--- src/rtl/alu_seq.sv ---
// Sequential ALU: single-cycle logic/arithmetic ops plus iterative unsigned
// multiply, divide and remainder, wrapped in valid/ready input and output handshakes.
module alu_seq #(
    parameter int WIDTH = 32,
    parameter int CNT_W = $clog2(WIDTH + 1)
) (
    input  logic             clk_i,
    input  logic             rst_i,
    input  logic             in_valid_i,
    output logic             in_ready_o,
    input  logic [WIDTH-1:0] src1_i,
    input  logic [WIDTH-1:0] src2_i,
    input  logic [3:0]       ctrl_i,
    output logic             out_valid_o,
    input  logic             out_ready_i,
    output logic [WIDTH-1:0] result_o,
    output logic             zero_o
);

    localparam logic [1:0] ST_IDLE = 2'd0;
    localparam logic [1:0] ST_CALC = 2'd1;
    localparam logic [1:0] ST_DONE = 2'd2;

    localparam logic [3:0] OP_AND  = 4'd0;
    localparam logic [3:0] OP_OR   = 4'd1;
    localparam logic [3:0] OP_ADD  = 4'd2;
    localparam logic [3:0] OP_XOR  = 4'd3;
    localparam logic [3:0] OP_SLTU = 4'd5;
    localparam logic [3:0] OP_SUB  = 4'd6;
    localparam logic [3:0] OP_SLT  = 4'd7;
    localparam logic [3:0] OP_MUL  = 4'd8;
    localparam logic [3:0] OP_DIVU = 4'd9;
    localparam logic [3:0] OP_REMU = 4'd10;
    localparam logic [3:0] OP_NOR  = 4'd12;

    // Everything that finishes on the accept edge, including the zero-operand shortcuts.
    function automatic logic [WIDTH-1:0] single_op(
        input logic [3:0]       op,
        input logic [WIDTH-1:0] x,
        input logic [WIDTH-1:0] y
    );
        logic [WIDTH-1:0] r;
        case (op)
            OP_AND:  r = x & y;
            OP_OR:   r = x | y;
            OP_ADD:  r = x + y;
            OP_XOR:  r = x ^ y;
            OP_SUB:  r = x - y;
            OP_NOR:  r = ~(x | y);
            OP_SLT:  r = {{(WIDTH-1){1'b0}}, ($signed(x) < $signed(y))};
            OP_SLTU: r = {{(WIDTH-1){1'b0}}, (x < y)};
            OP_MUL:  r = {WIDTH{1'b0}};
            OP_DIVU: r = {WIDTH{1'b1}};
            OP_REMU: r = x;
            default: r = {WIDTH{1'b0}};
        endcase
        return r;
    endfunction

    function automatic logic needs_calc(
        input logic [3:0]       op,
        input logic [WIDTH-1:0] y
    );
        return ((op == OP_MUL) || (op == OP_DIVU) || (op == OP_REMU)) &&
               (y != {WIDTH{1'b0}});
    endfunction

    logic [1:0]       state_r;
    logic [1:0]       state_nxt_s;
    logic [CNT_W-1:0] cnt_r;
    logic [CNT_W-1:0] cnt_nxt_s;
    logic             in_ready_r;
    logic             out_valid_r;
    logic [3:0]       op_r;
    logic [WIDTH-1:0] a_r;
    logic [WIDTH-1:0] b_r;
    logic [WIDTH-1:0] p_r;
    logic [WIDTH-1:0] result_r;
    logic             zero_r;

    logic             accept_s;
    logic             iter_s;
    logic             last_s;
    logic [WIDTH-1:0] imm_result_s;
    logic [WIDTH-1:0] mul_acc_s;
    logic [WIDTH:0]   rem_sh_s;
    logic [WIDTH:0]   trial_s;
    logic             q_bit_s;
    logic [WIDTH-1:0] rem_nxt_s;
    logic [WIDTH-1:0] quo_nxt_s;
    logic [WIDTH-1:0] calc_result_s;

    assign accept_s     = (state_r == ST_IDLE) & in_valid_i;
    assign iter_s       = needs_calc(ctrl_i, src2_i);
    assign last_s       = (cnt_r == {CNT_W{1'b0}});
    assign imm_result_s = single_op(ctrl_i, src1_i, src2_i);

    // a_r holds the multiplier (MUL) or the dividend shifting into the quotient (DIVU/REMU);
    // b_r holds the shifting multiplicand or the fixed divisor; p_r is the accumulator/remainder.
    assign mul_acc_s = p_r + (a_r[0] ? b_r : {WIDTH{1'b0}});
    assign rem_sh_s  = {p_r, a_r[WIDTH-1]};
    assign trial_s   = rem_sh_s - {1'b0, b_r};
    assign q_bit_s   = ~trial_s[WIDTH];
    assign rem_nxt_s = q_bit_s ? trial_s[WIDTH-1:0] : rem_sh_s[WIDTH-1:0];
    assign quo_nxt_s = {a_r[WIDTH-2:0], q_bit_s};

    // Select the iterative result produced by the final CALC step.
    always_comb begin
        calc_result_s = {WIDTH{1'b0}};
        case (op_r)
            OP_MUL:  calc_result_s = mul_acc_s;
            OP_DIVU: calc_result_s = quo_nxt_s;
            OP_REMU: calc_result_s = rem_nxt_s;
            default: calc_result_s = {WIDTH{1'b0}};
        endcase
    end

    // Next-state and iteration-counter logic.
    always_comb begin
        state_nxt_s = state_r;
        cnt_nxt_s   = cnt_r;
        case (state_r)
            ST_IDLE: begin
                if (in_valid_i) begin
                    if (iter_s) begin
                        state_nxt_s = ST_CALC;
                        cnt_nxt_s   = CNT_W'(WIDTH - 1);
                    end else begin
                        state_nxt_s = ST_DONE;
                        cnt_nxt_s   = {CNT_W{1'b0}};
                    end
                end else begin
                    state_nxt_s = ST_IDLE;
                    cnt_nxt_s   = cnt_r;
                end
            end
            ST_CALC: begin
                if (last_s) begin
                    state_nxt_s = ST_DONE;
                    cnt_nxt_s   = {CNT_W{1'b0}};
                end else begin
                    state_nxt_s = ST_CALC;
                    cnt_nxt_s   = cnt_r - CNT_W'(1);
                end
            end
            ST_DONE: begin
                if (out_ready_i) begin
                    state_nxt_s = ST_IDLE;
                end else begin
                    state_nxt_s = ST_DONE;
                end
            end
            default: begin
                state_nxt_s = ST_IDLE;
                cnt_nxt_s   = {CNT_W{1'b0}};
            end
        endcase
    end

    // Control state; handshake flags are registered from the next state.
    always_ff @(posedge clk_i or negedge rst_i) begin
        if (!rst_i) begin
            state_r     <= ST_IDLE;
            cnt_r       <= {CNT_W{1'b0}};
            in_ready_r  <= 1'b1;
            out_valid_r <= 1'b0;
        end else begin
            state_r     <= state_nxt_s;
            cnt_r       <= cnt_nxt_s;
            in_ready_r  <= (state_nxt_s == ST_IDLE);
            out_valid_r <= (state_nxt_s == ST_DONE);
        end
    end

    // Operand capture on accept and one shift-add / restoring-divide step per CALC cycle.
    always_ff @(posedge clk_i or negedge rst_i) begin
        if (!rst_i) begin
            op_r <= 4'd0;
            a_r  <= {WIDTH{1'b0}};
            b_r  <= {WIDTH{1'b0}};
            p_r  <= {WIDTH{1'b0}};
        end else if (accept_s) begin
            op_r <= ctrl_i;
            p_r  <= {WIDTH{1'b0}};
            if (ctrl_i == OP_MUL) begin
                a_r <= src2_i;
                b_r <= src1_i;
            end else begin
                a_r <= src1_i;
                b_r <= src2_i;
            end
        end else if (state_r == ST_CALC) begin
            if (op_r == OP_MUL) begin
                p_r <= mul_acc_s;
                a_r <= {1'b0, a_r[WIDTH-1:1]};
                b_r <= {b_r[WIDTH-2:0], 1'b0};
            end else begin
                p_r <= rem_nxt_s;
                a_r <= quo_nxt_s;
            end
        end else begin
            op_r <= op_r;
            a_r  <= a_r;
            b_r  <= b_r;
            p_r  <= p_r;
        end
    end

    // Result and zero flag change only on DONE entry, so they stay stable until consumed.
    always_ff @(posedge clk_i or negedge rst_i) begin
        if (!rst_i) begin
            result_r <= {WIDTH{1'b0}};
            zero_r   <= 1'b1;
        end else if (accept_s && !iter_s) begin
            result_r <= imm_result_s;
            zero_r   <= (imm_result_s == {WIDTH{1'b0}});
        end else if ((state_r == ST_CALC) && last_s) begin
            result_r <= calc_result_s;
            zero_r   <= (calc_result_s == {WIDTH{1'b0}});
        end else begin
            result_r <= result_r;
            zero_r   <= zero_r;
        end
    end

    assign in_ready_o  = in_ready_r;
    assign out_valid_o = out_valid_r;
    assign result_o    = result_r;
    assign zero_o      = zero_r;

endmodule

--- config.mk ---
export PLATFORM = sky130hd
export DESIGN_NAME = alu_seq
export DESIGN_NICKNAME = d
export VERILOG_FILES = /design/src/rtl/alu_seq.sv
export SDC_FILE = /design/constraint.sdc
export NUM_CORES = 1
export LEC_CHECK = 0
export ABC_AREA = 0
export CAP_MARGIN = 20
export CELL_PAD_IN_SITES_DETAIL_PLACEMENT = 1
export CELL_PAD_IN_SITES_GLOBAL_PLACEMENT = 1
export CORE_ASPECT_RATIO = 1.1
export CORE_MARGIN = 10
export CORE_UTILIZATION = 35
export DETAILED_ROUTE_END_ITERATION = 10
export GPL_ROUTABILITY_DRIVEN = 0
export PLACE_DENSITY = 0.65
export SLEW_MARGIN = 0
export SYNTH_ARGS = -nofsm -noshare
export SYNTH_HDL_FRONTEND = slang
export SYNTH_SLANG_ARGS = --single-unit
--- constraint.sdc ---
create_clock -name clk_i -period 9.1 [get_ports clk_i]
set_input_delay 2.73 -clock clk_i [delete_from_list [all_inputs] [get_ports clk_i]]
set_output_delay 2.73 -clock clk_i [all_outputs]
set_load 0.005 [all_outputs]
# After elaboration in Yosys (flattened, before gate mapping)
# Cells that the tools add are included.
# word_totals
memories,0
romBits,0
latch_bits,0
ramBits,0
reg_bits,143
word_cells,87
input_bits,72
# op_classes
div_mod_pow,0
n_bitwise,7
order_cmp,2
n_addsub,5
mux,28
n_mul,0
n_reduce_logical,18
shifts,0
eq_ne,17
# ops
cell,n
32-bit 2-to-1 mux,15
32-bit case mux with 10 select lines,1
32-bit case mux with 3 select lines,1
32-bit adder,2
32-bit logical NOT,2
32-bit < comparator,2
33-bit by 32-bit subtractor with 33-bit output,1
32-bit AND,1
32-bit NOT,1
32-bit bitwise OR,1
32-bit nonzero test,1
32-bit subtractor,1
32-bit XOR,1
4-bit equality test (second input constant),7
6-bit case mux with 3 select lines,1
4-bit by 3-bit equality test with 1-bit output (second input constant),3
6-bit 2-to-1 mux,2
4-bit by 2-bit equality test with 1-bit output (second input constant),2
2-bit 2-to-1 mux,4
6-bit logical NOT,1
2-bit case mux with 3 select lines,1
2-bit nonzero test,3
6-bit by 1-bit subtractor with 6-bit output (second input constant),1
5-bit 2-to-1 mux,1
other kinds (13),21

# Logic depth before layout (Yosys ltp)
# logic_depth
word_depth,8
depth_mapped,19

# Least setup slack after synthesis
# No wires, ideal clock.
# synth_path
kind,input -> register
start,input port src1_i[0]
end,"register zero_r, in the netlist zero_o"
path_buffers,0
setup_ns,0.091
path_slack_ns,2.436
cell_stages,15
required_ns,9.009
arrival_time_ns,6.573
path_cell_list,inv_1 -> ha_1 -> fa_1 -> o21ba_2 -> nor4_1 -> o31a_1 -> o21ai_1 -> a221o_1 -> a21oi_1 -> and4bb_1 -> nand4_1 -> or4_1 -> or4_1 -> or4_1 -> o31ai_1
# synth_via
elab_chain_cells,5
elab_cells_between_ends,11
# synth_rtl
element,line_no,rtl
from (decl),11,"input logic [WIDTH-1:0] src1_i,"
"parallel branches: the longest is 2 deep, another holds 32-bit subtractor",n/a,
32-bit case mux with 10 select lines (*),43,case (op)
32-bit logical NOT (*),216,zero_r <= (imm_result_s == {WIDTH{1'b0}});
1-bit 2-to-1 mux (*),214,end else if (accept_s && !iter_s) begin
to (signal assigned),216,
to (signal assigned),219,zero_r <= (calc_result_s == {WIDTH{1'b0}});
to (signal assigned),222,zero_r <= zero_r;
to (decl),79,logic zero_r;
# Every way passes the cells marked *.
# A chain may end at the register's enable or synchronous reset.

# Final worst setup path
# Same ends and word-level chain as after synthesis.

==> summary.txt <==
CTS Root Buffer Type: clkbuf_16
Design Area, Final: 20300 sq um
Worst Path Required: 9480 ps
Seq/Total Area, Yosys: 19.8%
M1 wire length: 36500 um
Final net count: 2797
Maximum clock path buffer count: 2
R2R Setup Slk: 2890 ps
Die Wd: 237 um
Count of input and output buffers: 106
Share of synthesized flip-flops with an asynchronous set or reset: 100%
HP Start: op_r[2]
Crit path launch type: input pin
Syn_area_per_cell: 7.09 sq um
Synth Register Bits: 143
RSZ-0062 raised after global routing: false
Total iterations of the first detailed-routing run: 6
Cts hold-fix bufs: 0
Clock network fraction of design power: 15.8%
Post-DP HPWL: 62300 um
Fin crit share: 85.3%
Core Rows: 87
CTS tree: done
Core area: 51200 sq um
Yosys Warn Count: 0
Setup slack after layout: 1340 ps
Drc violations: 0
Final hold viol count: 0
Post-synth EDFFs: 0
Most frequent cells in the layout: 365 x nand2_1, 275 x a21oi_1, 243 x o21ai_0
Via count: 20000
Max-slew headroom: 27.5%
PD cells: 229 nW/um^2
Primary FF master, synth: dfrtp_1
Fin crit period: 7760 ps
Layout Skew: 15.2 ps
Fmax: 129 MHz
Crit path max fanout: 5
Tightest Pin Transition: 1090 ps
Place WS: 946 ps
Resize count post-CTS: 0
NetSw: 2.34 mW
Post-DP Area: 19700 sq um
Post-CTS Setup Inserts: 0
Global-route wire length before repair: 123000 um
Synth-to-Final Area Change: 12.3%
CTS sink count: 143
CP arrival: 8140 ps
Min-Delay Endpoint: op_r[2]
Uppermost layer routed: met5
Register Area: 3580 sq um
Worst r2r src: a_r[31]
Clock slew at reported path FFs: 70 ps
Combinational Power Share: 60.1%
R2R Path End: zero_o
Filler cell count: 6461
Total of max-cap violations: 0
I/O pin cnt: 107
Syn_nets: 2799
Synth Instances: 2550
Critical path endpoint category: register
Die Ht: 258 um
Initial antenna violation count: 4
Max-slew violation count: 0
Layout Cells excl Fill: 3230
Initial Utilization: 35.4%
Worst VDD drop: 121 uV
Most common cell after layout, fill and taps aside: nand2_1
DRT antenna net count: 0
Status: completed
Layout cells sized above 1: 4.65%
Fin Setup TNS: 0 ps
Hold depth: 2
Internal: 2.31 mW
Switching Share: 50.3%
Met3 wire length: 4300 um
Total GRT Usage: 25.3%
Worst-Skew Late Latency: 460 ps
Detailed route wirelength on metal2: 37600 um
CTS Buf Count: 17
H-tree lvl count: 4
Wirelength per Cell: 25.0 um
WS Path Type: input pin to register
Leakage Power: 8.60 nW
Final Setup Violations: 0
Die area: 61200 sq um
Synthesized area: 18100 sq um
Area of the multi-input gates: 13400 sq um
DP Cell Count: 3196
Vias/cell: 6.19
Vias in the first global route: 20300
Largest net degree at the start of global routing: 98
Seq pwr share: 24.1%
Yosys cell types: 83
Worst hold path type: register to register
Aggregate global routing overflow: 0
Initial DRC count: 1768
Post-Route WL: 80900 um
Worst Reg-to-Reg Cells: 16
[worst max-delay path by stage]
stage	start	end	slack, ps	depth (start not counted)
after floorplan	src1_i[0]	zero_o	2440	15
after global routing	src1_i[0]	zero_o	1000	16
after CTS	src1_i[0]	zero_o	1430	16
after global placement	src1_i[0]	zero_o	1060	16
after detailed placement	src1_i[0]	zero_o	950	16
final	src1_i[0]	zero_o	1340	16
[power by group through the flow]
stage          combinational (mW)  sequential [mW]  clock, mW
2_1_floorplan                1.83             1.03          0
3_3_place_gp                 2.68             1.12          0
3_5_place_dp                 2.75             1.13          0
4_1_cts                      2.77             1.12      0.748
5_1_grt                      3.08             1.15      0.772
6_report                     2.80             1.12      0.736
[worst max-delay path: stages]
cell             delay, ps
clkdlybuf4s50_1        590
inv_1                  110
ha_1                   240
fa_1                   410
o21ba_2                250
nor4_1                 580
o31a_1                 270
o21ai_1                130
a221o_1                370
a21oi_1                220
and4bb_1               220
nand4_1                150
or4_1                  570
or4_1                  570
or4_1                  490
o31ai_1                230
[flip-flops by register name (all words and copies together) (netlist names)]
signal       flops
a_r             32
b_r             32
cnt_r            6
in_ready_o       1
op_r             4
out_valid_o      1
p_r             32
result_o        32
state_r          2
zero_o           1
[cells in the mapped netlist, drive strengths merged, types with 34 or more instances]
cell type  count  share of area (%)
a211oi        34                1.4
a21o          44                1.8
a21oi        277                7.7
a221oi        38                1.9
and2          51                1.8
clkbuf       142                2.9
dfrtp        141                 20
ha           173                 12
inv          147                3.1
mux2i         37                2.0
nand2        365                7.6
nand3         48                1.3
nor2         204                4.2
nor3          39                1.1
o211ai        38                1.6
o21ai        249                6.9
xnor2         38                1.8
[kinds of logic (layout without fill, tap and decap cells)]
group | after synthesis | in the layout | synth area share, %
buffers and inverters | 314 | 325 | 6.66
adder cells (fa/ha/maj) | 177 | 177 | 12.4
AND/OR/NAND/NOR | 853 | 853 | 21.4
multiplexers | 51 | 51 | 2.92
flip-flops | 143 | 143 | 19.8
AO/OA/AOI/OAI | 949 | 949 | 33.7
other | 0 | 2 | 0
XOR/XNOR | 63 | 63 | 3.05
[metal layers]
| metal | track usage, % | vias up |
|---|---|---|
| met5 | 0 | - |
| met4 | 8.85 | 4 |
| met3 | 2.89 | 135 |
| met2 | 41.4 | 631 |
| li1 | - | 9243 |
| met1 | 33.7 | 9981 |
[area by class of cell]
type | instances | area share, %
multi-input combinational | 2093 | 65.8
sequential | 143 | 17.6
timing repair buffer | 145 | 6.77
tap | 667 | 4.11
inverter | 148 | 2.74
clock buffer | 20 | 2.30
clock inverter | 12 | 0.610
antenna | 2 | 0.0246
[per-stage QoR]
step | util (%) | power, mW | hold WS (ps)
2_1_floorplan | - | 2.85 | 438
4_1_cts | 39.7 | 4.64 | 484
3_3_place_gp | 38.5 | 3.80 | 458
5_1_grt | 39.7 | 5.00 | 519
6_report | 39.7 | 4.65 | 481
3_5_place_dp | 38.5 | 3.88 | 459
Power figures use the tool's default switching activity.
